## config.mk

```make
export PLATFORM = sky130hd
export DESIGN_NAME = serial_word_tx
export DESIGN_NICKNAME = d
export VERILOG_FILES = /design/src/rtl/serial_word_tx.sv
export SDC_FILE = /design/constraint.sdc
export NUM_CORES = 1
export LEC_CHECK = 0
export CAP_MARGIN = 0
export CORE_MARGIN = 2
export CORE_UTILIZATION = 30
export DETAILED_ROUTE_END_ITERATION = 10
export PLACE_DENSITY_LB_ADDON = 0.2
export SLEW_MARGIN = 20
export SYNTH_ARGS = -nofsm -noshare
export SYNTH_HDL_FRONTEND = slang
export SYNTH_SLANG_ARGS = --single-unit
```

## constraint.sdc

```tcl
create_clock -name input_clock1_clk_1 -period 1.8 [get_ports input_clock1_clk_1]
set_input_delay 0.45 -clock input_clock1_clk_1 [delete_from_list [all_inputs] [get_ports input_clock1_clk_1]]
set_output_delay 0.45 -clock input_clock1_clk_1 [all_outputs]
set_load 0.005 [all_outputs]
```

## src/rtl/serial_word_tx.sv

```systemverilog
// serial_word_tx: parallel-to-serial word transmitter with a one-word holding
// register. Words arrive over valid/ready and leave one bit at a time on tx_sd,
// framed by tx_frame, so the receiving shift-in register can shift while
// tx_frame is high and latch its word when tx_frame falls.
module serial_word_tx #(
    parameter int WIDTH      = 4,
    parameter int MSB_FIRST  = 1,
    parameter int BIT_CYCLES = 1,
    parameter int GAP_CYCLES = 1
) (
    input  logic             input_clock1_clk_1,
    input  logic             input_push_button2_rst_n_2,
    input  logic             in_valid,
    input  logic [WIDTH-1:0] in_data,
    output logic             in_ready,
    output logic             tx_sd,
    output logic             tx_frame,
    output logic             tx_done,
    output logic             busy
);

    // Counter widths; a single-cycle count still needs one bit to hold zero.
    localparam int BW = $clog2(WIDTH);
    localparam int CW = (BIT_CYCLES > 1) ? $clog2(BIT_CYCLES) : 1;
    localparam int GW = (GAP_CYCLES > 1) ? $clog2(GAP_CYCLES) : 1;

    localparam logic [BW-1:0] BIT_LAST = BW'(WIDTH - 1);
    localparam logic [CW-1:0] CYC_LAST = CW'(BIT_CYCLES - 1);
    localparam logic [GW-1:0] GAP_LAST = GW'(GAP_CYCLES - 1);

    typedef enum logic [1:0] {
        IDLE  = 2'd0,
        SHIFT = 2'd1,
        GAP   = 2'd2
    } state_t;

    state_t           state_q, state_d;
    logic [WIDTH-1:0] hold_q, hold_d;
    logic             hold_full_q, hold_full_d;
    logic [WIDTH-1:0] shreg_q, shreg_d;
    logic [BW-1:0]    bit_cnt_q, bit_cnt_d;
    logic [CW-1:0]    cyc_cnt_q, cyc_cnt_d;
    logic [GW-1:0]    gap_cnt_q, gap_cnt_d;
    logic             load;

    logic in_ready_q, in_ready_d;
    logic tx_sd_q, tx_sd_d;
    logic tx_frame_q, tx_frame_d;
    logic tx_done_q, tx_done_d;
    logic busy_q, busy_d;

    // Bit currently presented by the shifter, depending on transmit order.
    function automatic logic out_bit(input logic [WIDTH-1:0] v);
        return (MSB_FIRST != 0) ? v[WIDTH-1] : v[0];
    endfunction

    // Shifter contents after the current bit has been sent.
    function automatic logic [WIDTH-1:0] advance(input logic [WIDTH-1:0] v);
        return (MSB_FIRST != 0) ? (v << 1) : (v >> 1);
    endfunction

    // Next-state logic; outputs are derived from the next state so they are
    // registered and line up with the state they describe.
    always_comb begin
        state_d     = state_q;
        hold_d      = hold_q;
        hold_full_d = hold_full_q;
        shreg_d     = shreg_q;
        bit_cnt_d   = bit_cnt_q;
        cyc_cnt_d   = cyc_cnt_q;
        gap_cnt_d   = gap_cnt_q;
        tx_done_d   = 1'b0;
        load        = 1'b0;

        case (state_q)
            IDLE: begin
                if (hold_full_q) load = 1'b1;
            end
            SHIFT: begin
                if (cyc_cnt_q == CYC_LAST) begin
                    cyc_cnt_d = '0;
                    if (bit_cnt_q == BIT_LAST) begin
                        bit_cnt_d = '0;
                        gap_cnt_d = '0;
                        tx_done_d = 1'b1;
                        state_d   = GAP;
                    end else begin
                        bit_cnt_d = bit_cnt_q + 1'b1;
                        shreg_d   = advance(shreg_q);
                    end
                end else begin
                    cyc_cnt_d = cyc_cnt_q + 1'b1;
                end
            end
            GAP: begin
                if (gap_cnt_q == GAP_LAST) begin
                    gap_cnt_d = '0;
                    if (hold_full_q) load = 1'b1;
                    else             state_d = IDLE;
                end else begin
                    gap_cnt_d = gap_cnt_q + 1'b1;
                end
            end
            default: state_d = IDLE;
        endcase

        // Drain HOLD into the shifter and start a frame.
        if (load) begin
            shreg_d     = hold_q;
            hold_full_d = 1'b0;
            bit_cnt_d   = '0;
            cyc_cnt_d   = '0;
            state_d     = SHIFT;
        end

        // in_ready_q is high only while HOLD is empty, so accept and drain
        // never coincide.
        if (in_valid && in_ready_q) begin
            hold_d      = in_data;
            hold_full_d = 1'b1;
        end

        tx_frame_d = (state_d == SHIFT);
        tx_sd_d    = tx_frame_d & out_bit(shreg_d);
        busy_d     = (state_d != IDLE) | hold_full_d;
        in_ready_d = ~hold_full_d;
    end

    // State, datapath and registered outputs; reset aborts any frame in flight.
    always_ff @(posedge input_clock1_clk_1) begin
        if (!input_push_button2_rst_n_2) begin
            state_q     <= IDLE;
            hold_q      <= '0;
            hold_full_q <= 1'b0;
            shreg_q     <= '0;
            bit_cnt_q   <= '0;
            cyc_cnt_q   <= '0;
            gap_cnt_q   <= '0;
            in_ready_q  <= 1'b1;
            tx_sd_q     <= 1'b0;
            tx_frame_q  <= 1'b0;
            tx_done_q   <= 1'b0;
            busy_q      <= 1'b0;
        end else begin
            state_q     <= state_d;
            hold_q      <= hold_d;
            hold_full_q <= hold_full_d;
            shreg_q     <= shreg_d;
            bit_cnt_q   <= bit_cnt_d;
            cyc_cnt_q   <= cyc_cnt_d;
            gap_cnt_q   <= gap_cnt_d;
            in_ready_q  <= in_ready_d;
            tx_sd_q     <= tx_sd_d;
            tx_frame_q  <= tx_frame_d;
            tx_done_q   <= tx_done_d;
            busy_q      <= busy_d;
        end
    end

    assign in_ready = in_ready_q;
    assign tx_sd    = tx_sd_q;
    assign tx_frame = tx_frame_q;
    assign tx_done  = tx_done_q;
    assign busy     = busy_q;

endmodule

```

After elaboration in Yosys (flattened, before gate mapping)
Cells that the tools add are included.

cells by class
  add/subtract/negate cells = 3
  eq/ne operators = 8
  mux-type cells = 22
  bitwise logic cells = 6
  reduce and logical (&&, ||, !) cells = 10

operators with widths
  kind                   count
  $mux W4                4
  $mux W2                6
  $mux W1                9
  $ne A2 B2 Y1 const B   3
  $pmux W2 S3            1
  $reduce_and A3 Y1      2
  $reduce_bool A2 Y1     3
  $eq A2 B1 Y1 const B   2
  $eq A2 B2 Y1 const B   2
  $not A1 Y1             4
  $pmux W1 S2            2
  $reduce_or A3 Y1       1
  $add A1 B1 Y1 const B  2
  $add A2 B1 Y2 const B  1
  $logic_not A2 Y1       1
  $ne A2 B1 Y1 const B   1
  $reduce_and A2 Y1      1
  $reduce_or A2 Y1       1
  $and A1 B1 Y1          1
  $logic_and A1 B1 Y1    1
  $or A1 B1 Y1           1

storage, ports and cells
  flip-flop bits (word level) = 20
  bits of input ports = 7

Logic depth before layout (Yosys ltp)
  word-level depth = 7
  depth in mapped cells = 5
  mapped depth without buffers = 4

Worst setup path before layout
Ideal clock, no wire load.

  path kind = input to register
  from = in bit_cnt_q[0]
  to = reg shreg_q[2]
  arrival = 1.159 ns
  data required time = 1.677 ns
  path slack = 0.518 ns
  cell stages on the path = 6
  path through = dfxtp_1 > ha_1 > or3b_1 > buf_6 > nand3_1 > a21boi_1

between the ends
  cells in the longest elaborated chain, start to end = 3

RTL lines
  item                         line  RTL
  start, declared              41    logic [BW-1:0] bit_cnt_q, bit_cnt_d;
  $eq A2 B2 Y1                 82    if (bit_cnt_q == BIT_LAST) begin
  $ne A2 B2 Y1 (no line)       n/a
  $reduce_and A3 Y1 (no line)  n/a
  end signal, assigned         148   shreg_q <= shreg_d;
  end, declared                40    logic [WIDTH-1:0] shreg_q, shreg_d;

No other way between the ends.
A chain may end at the register's enable or synchronous reset.

Worst setup path in the final report
  from = in in_ready
  to = out in_ready

RTL lines
  item             line  RTL
  start, declared  15    output logic in_ready,

No word-level cell between the ends.

==> flow_metrics.env <==
export IMPL_hp_class="register to register"
export IMPL_first_iter_violations=9
export IMPL_slowest_stage="clkdlybuf4s50_1"
export IMPL_synth_top_flop_cell="dfxtp_1"
export IMPL_diodes=0
export IMPL_synth_area_top_cells="dfxtp_1 (52%), nand2_1 (8.0%), a21boi_0 (6.9%)"
export IMPL_ys_warn_count=0
export IMPL_cts_buffer_depth=2
export IMPL_grt_antenna_before_repair=0
export IMPL_grt_ovfl_total=0
export IMPL_status="complete, no violations"
export IMPL_wl_met1_um=553
export IMPL_r2r_end="shreg_q[2]"
export IMPL_wl_um=1090
export IMPL_dpl_instance_area_um2=785
export IMPL_power_total_mw=0.689
export IMPL_critPathMaxFanout=6
export IMPL_slew_viol_final=0
export IMPL_worst_pin_slew_ps=359
export IMPL_ctsHoldBuffers=0
export IMPL_cts_repair_resized=0
export IMPL_ant_nets=0
export IMPL_core_rowCount=16
export IMPL_clock_latency_ps=290
export IMPL_core_area_um2=2000
export IMPL_fin_area_um2=811
export IMPL_worstPathCellList="clkdlybuf4s50_1"
export IMPL_initial_core_util_pct=32.6
export IMPL_grt_first_pass_wirelength_um=1950
export IMPL_vias=485
export IMPL_cts_sinks=17
export IMPL_fmax_mhz=593
export IMPL_fin_tns_setup_ps=0
export IMPL_clkSlewWorstSetupHoldPaths_ps=90
export IMPL_grt_util_all_layers_pct=10.5
export IMPL_met3_wirelength_um=76
export IMPL_cts_inserted_buffers=3
export IMPL_hpwl_um=793
export IMPL_relSlewSlack_pct=76.0
export IMPL_route_detailed_drc=0
export IMPL_hold_violations=0
export IMPL_peakVddDrop_mv=0.458
export IMPL_yosysSeqAreaShare_pct=52.1
export IMPL_yosys_area_top_type="dfxtp_1"
export IMPL_htreeDepth=1
export IMPL_synthCells=69
export IMPL_dp_slack_ps=322
export IMPL_fin_nets=91
export IMPL_place_gp_congestion=0.764
export IMPL_met2_length_um=430
export IMPL_ios=12
export IMPL_ys_seq_elements=17
export IMPL_die_h_um=50.7
export IMPL_powerDensity_nw_per_um2=850
export IMPL_syn_area_um2=653
export IMPL_avgViaCountPerCell=4.45
export IMPL_max_cap_violations=0
export IMPL_syn_num_nets=77
export IMPL_end_kind="primary output"
export IMPL_synth_edff_count=0
export IMPL_fin_crit_sh_pct=93.7
export IMPL_rsz0062_at_grt="false"
export IMPL_clock_skew_ps=3.43
export IMPL_r2r_setup_slack_ps=420
export IMPL_post_cts_setup_buffer_count=0
export IMPL_postSynth_asyncResetShare_pct=0
export IMPL_max_stage_delay_ps=530
export IMPL_synth_top_cell_area_share_pct=52.1
export IMPL_area_growth_pct=24.1
export IMPL_arrival_ps=1240
export IMPL_timing_rr_start="bit_cnt_q[0]"
export IMPL_die_w_um=50.7
export IMPL_holdPathEnd="shreg_q[1]"
export IMPL_setup_viol=0
export IMPL_period_needed_ps=1690
export IMPL_start_kind="register"
export IMPL_portBuffers=11
export IMPL_whs_path_depth=2
export IMPL_die_area_um2=2570
export IMPL_cts_tree="built"
export IMPL_path_buf_inv=1
export IMPL_min_from="shreg_q[1]"
export IMPL_setup_slack_ps=113
export IMPL_cp_top_family="buffers and inverters"
export IMPL_yosysMostFrequentCell="dfxtp_1"
export IMPL_wl_per_cell_um=9.97
export IMPL_cts_root_buf="clkbuf_4"
export IMPL_reg2reg_depth=4
export IMPL_critPathKind="register to primary output"
export IMPL_leakagePower_nw=0.315
export IMPL_highest_layer="met4"
export IMPL_drive_gt1_share_pct=6.10
export IMPL_grt_max_degree=18
export IMPL_crit_required_ps=1350
export IMPL_yosys_top_cells_count="dfxtp_1 (17), nand2_1 (14), nand3_1 (7)"
export IMPL_syn_area_per_cell_um2=9.47
export IMPL_first_pass_iters=4
export IMPL_grt_pass1_vias=478
export IMPL_ys_types=22
[state kept, by name, summed over array words and instances, names as in the netlist]
| name | count |
|---|---|
| in_ready | 1 |
| busy | 1 |
| tx_frame | 1 |
| shreg_q | 3 |
| bit_cnt_q | 2 |
| tx_done | 1 |
| state_q | 2 |
| hold_q | 4 |
| tx_sd | 1 |
| hold_full_q | 1 |
[layout by cell type (no fill, tap or decap), types with 2 or more instances in the layout]
cell type / n
clkdlybuf4s50_1: 11
nand3_1: 7
dfxtp_1: 17
o21a_1: 2
a21boi_1: 4
and3_1: 3
clkbuf_4: 3
nand2_1: 14
a21oi_1: 2
a21boi_0: 6
[layout make-up]
cell class                      instances  area (um2)
Clock buffer                            4        26.3
Fill cell                             216        1190
Multi-Input combinational cell         49         293
Sequential cell                        17         340
Tap cell                               27        33.8
Timing Repair Buffer                   12         118
[cell families (layout without fill, tap and decap cells)]
kind of cell	count (synthesis)	in the layout	share of synthesized area (%)
buffers and inverters	3	16	3.06
and+or+nand+nor	32	32	25.7
DFF	17	17	52.1
adders and majority gates	1	1	1.92
AOI/OAI and AO/OA	16	16	17.2
[metal layers]
layer	vias up	global-route usage (%)
met4	0	5.41
li1	264	-
met1	203	12.7
met2	14	14.9
met5	-	0
met3	4	5.36
[how the worst max path moves through the flow]
| stage | depth (start not counted) | end | slack (ps) | startpoint |
|---|---|---|---|---|
| after CTS | 1 | in_ready | 90 | in_ready |
| after global routing | 1 | in_ready | 60 | in_ready |
| after floorplan | 5 | shreg_q[2] | 520 | bit_cnt_q[0] |
| final | 1 | in_ready | 110 | in_ready |
| after global placement | 4 | hold_full_q | 350 | in_valid |
| after detailed placement | 4 | hold_full_q | 320 | in_valid |
[metrics by stage]
stage                     hold slack (ps)  util, %  std cells
after global placement                438     39.2        105
after CTS                             459     40.5        109
after detailed placement              445     39.2        105
after global routing                  483     40.5        109
after floorplan                       431        -         69
final                                 457     40.5        109
[power by group]
part           leakage (nW)  total, mW  switching (mW)  internal, mW
combinational         0.161     0.0797          0.0348        0.0449
clock                0.0150      0.201           0.115        0.0863
sequential            0.139      0.408          0.0128         0.396
total                 0.315      0.689           0.162         0.527
Power figures use the tool's default switching activity.
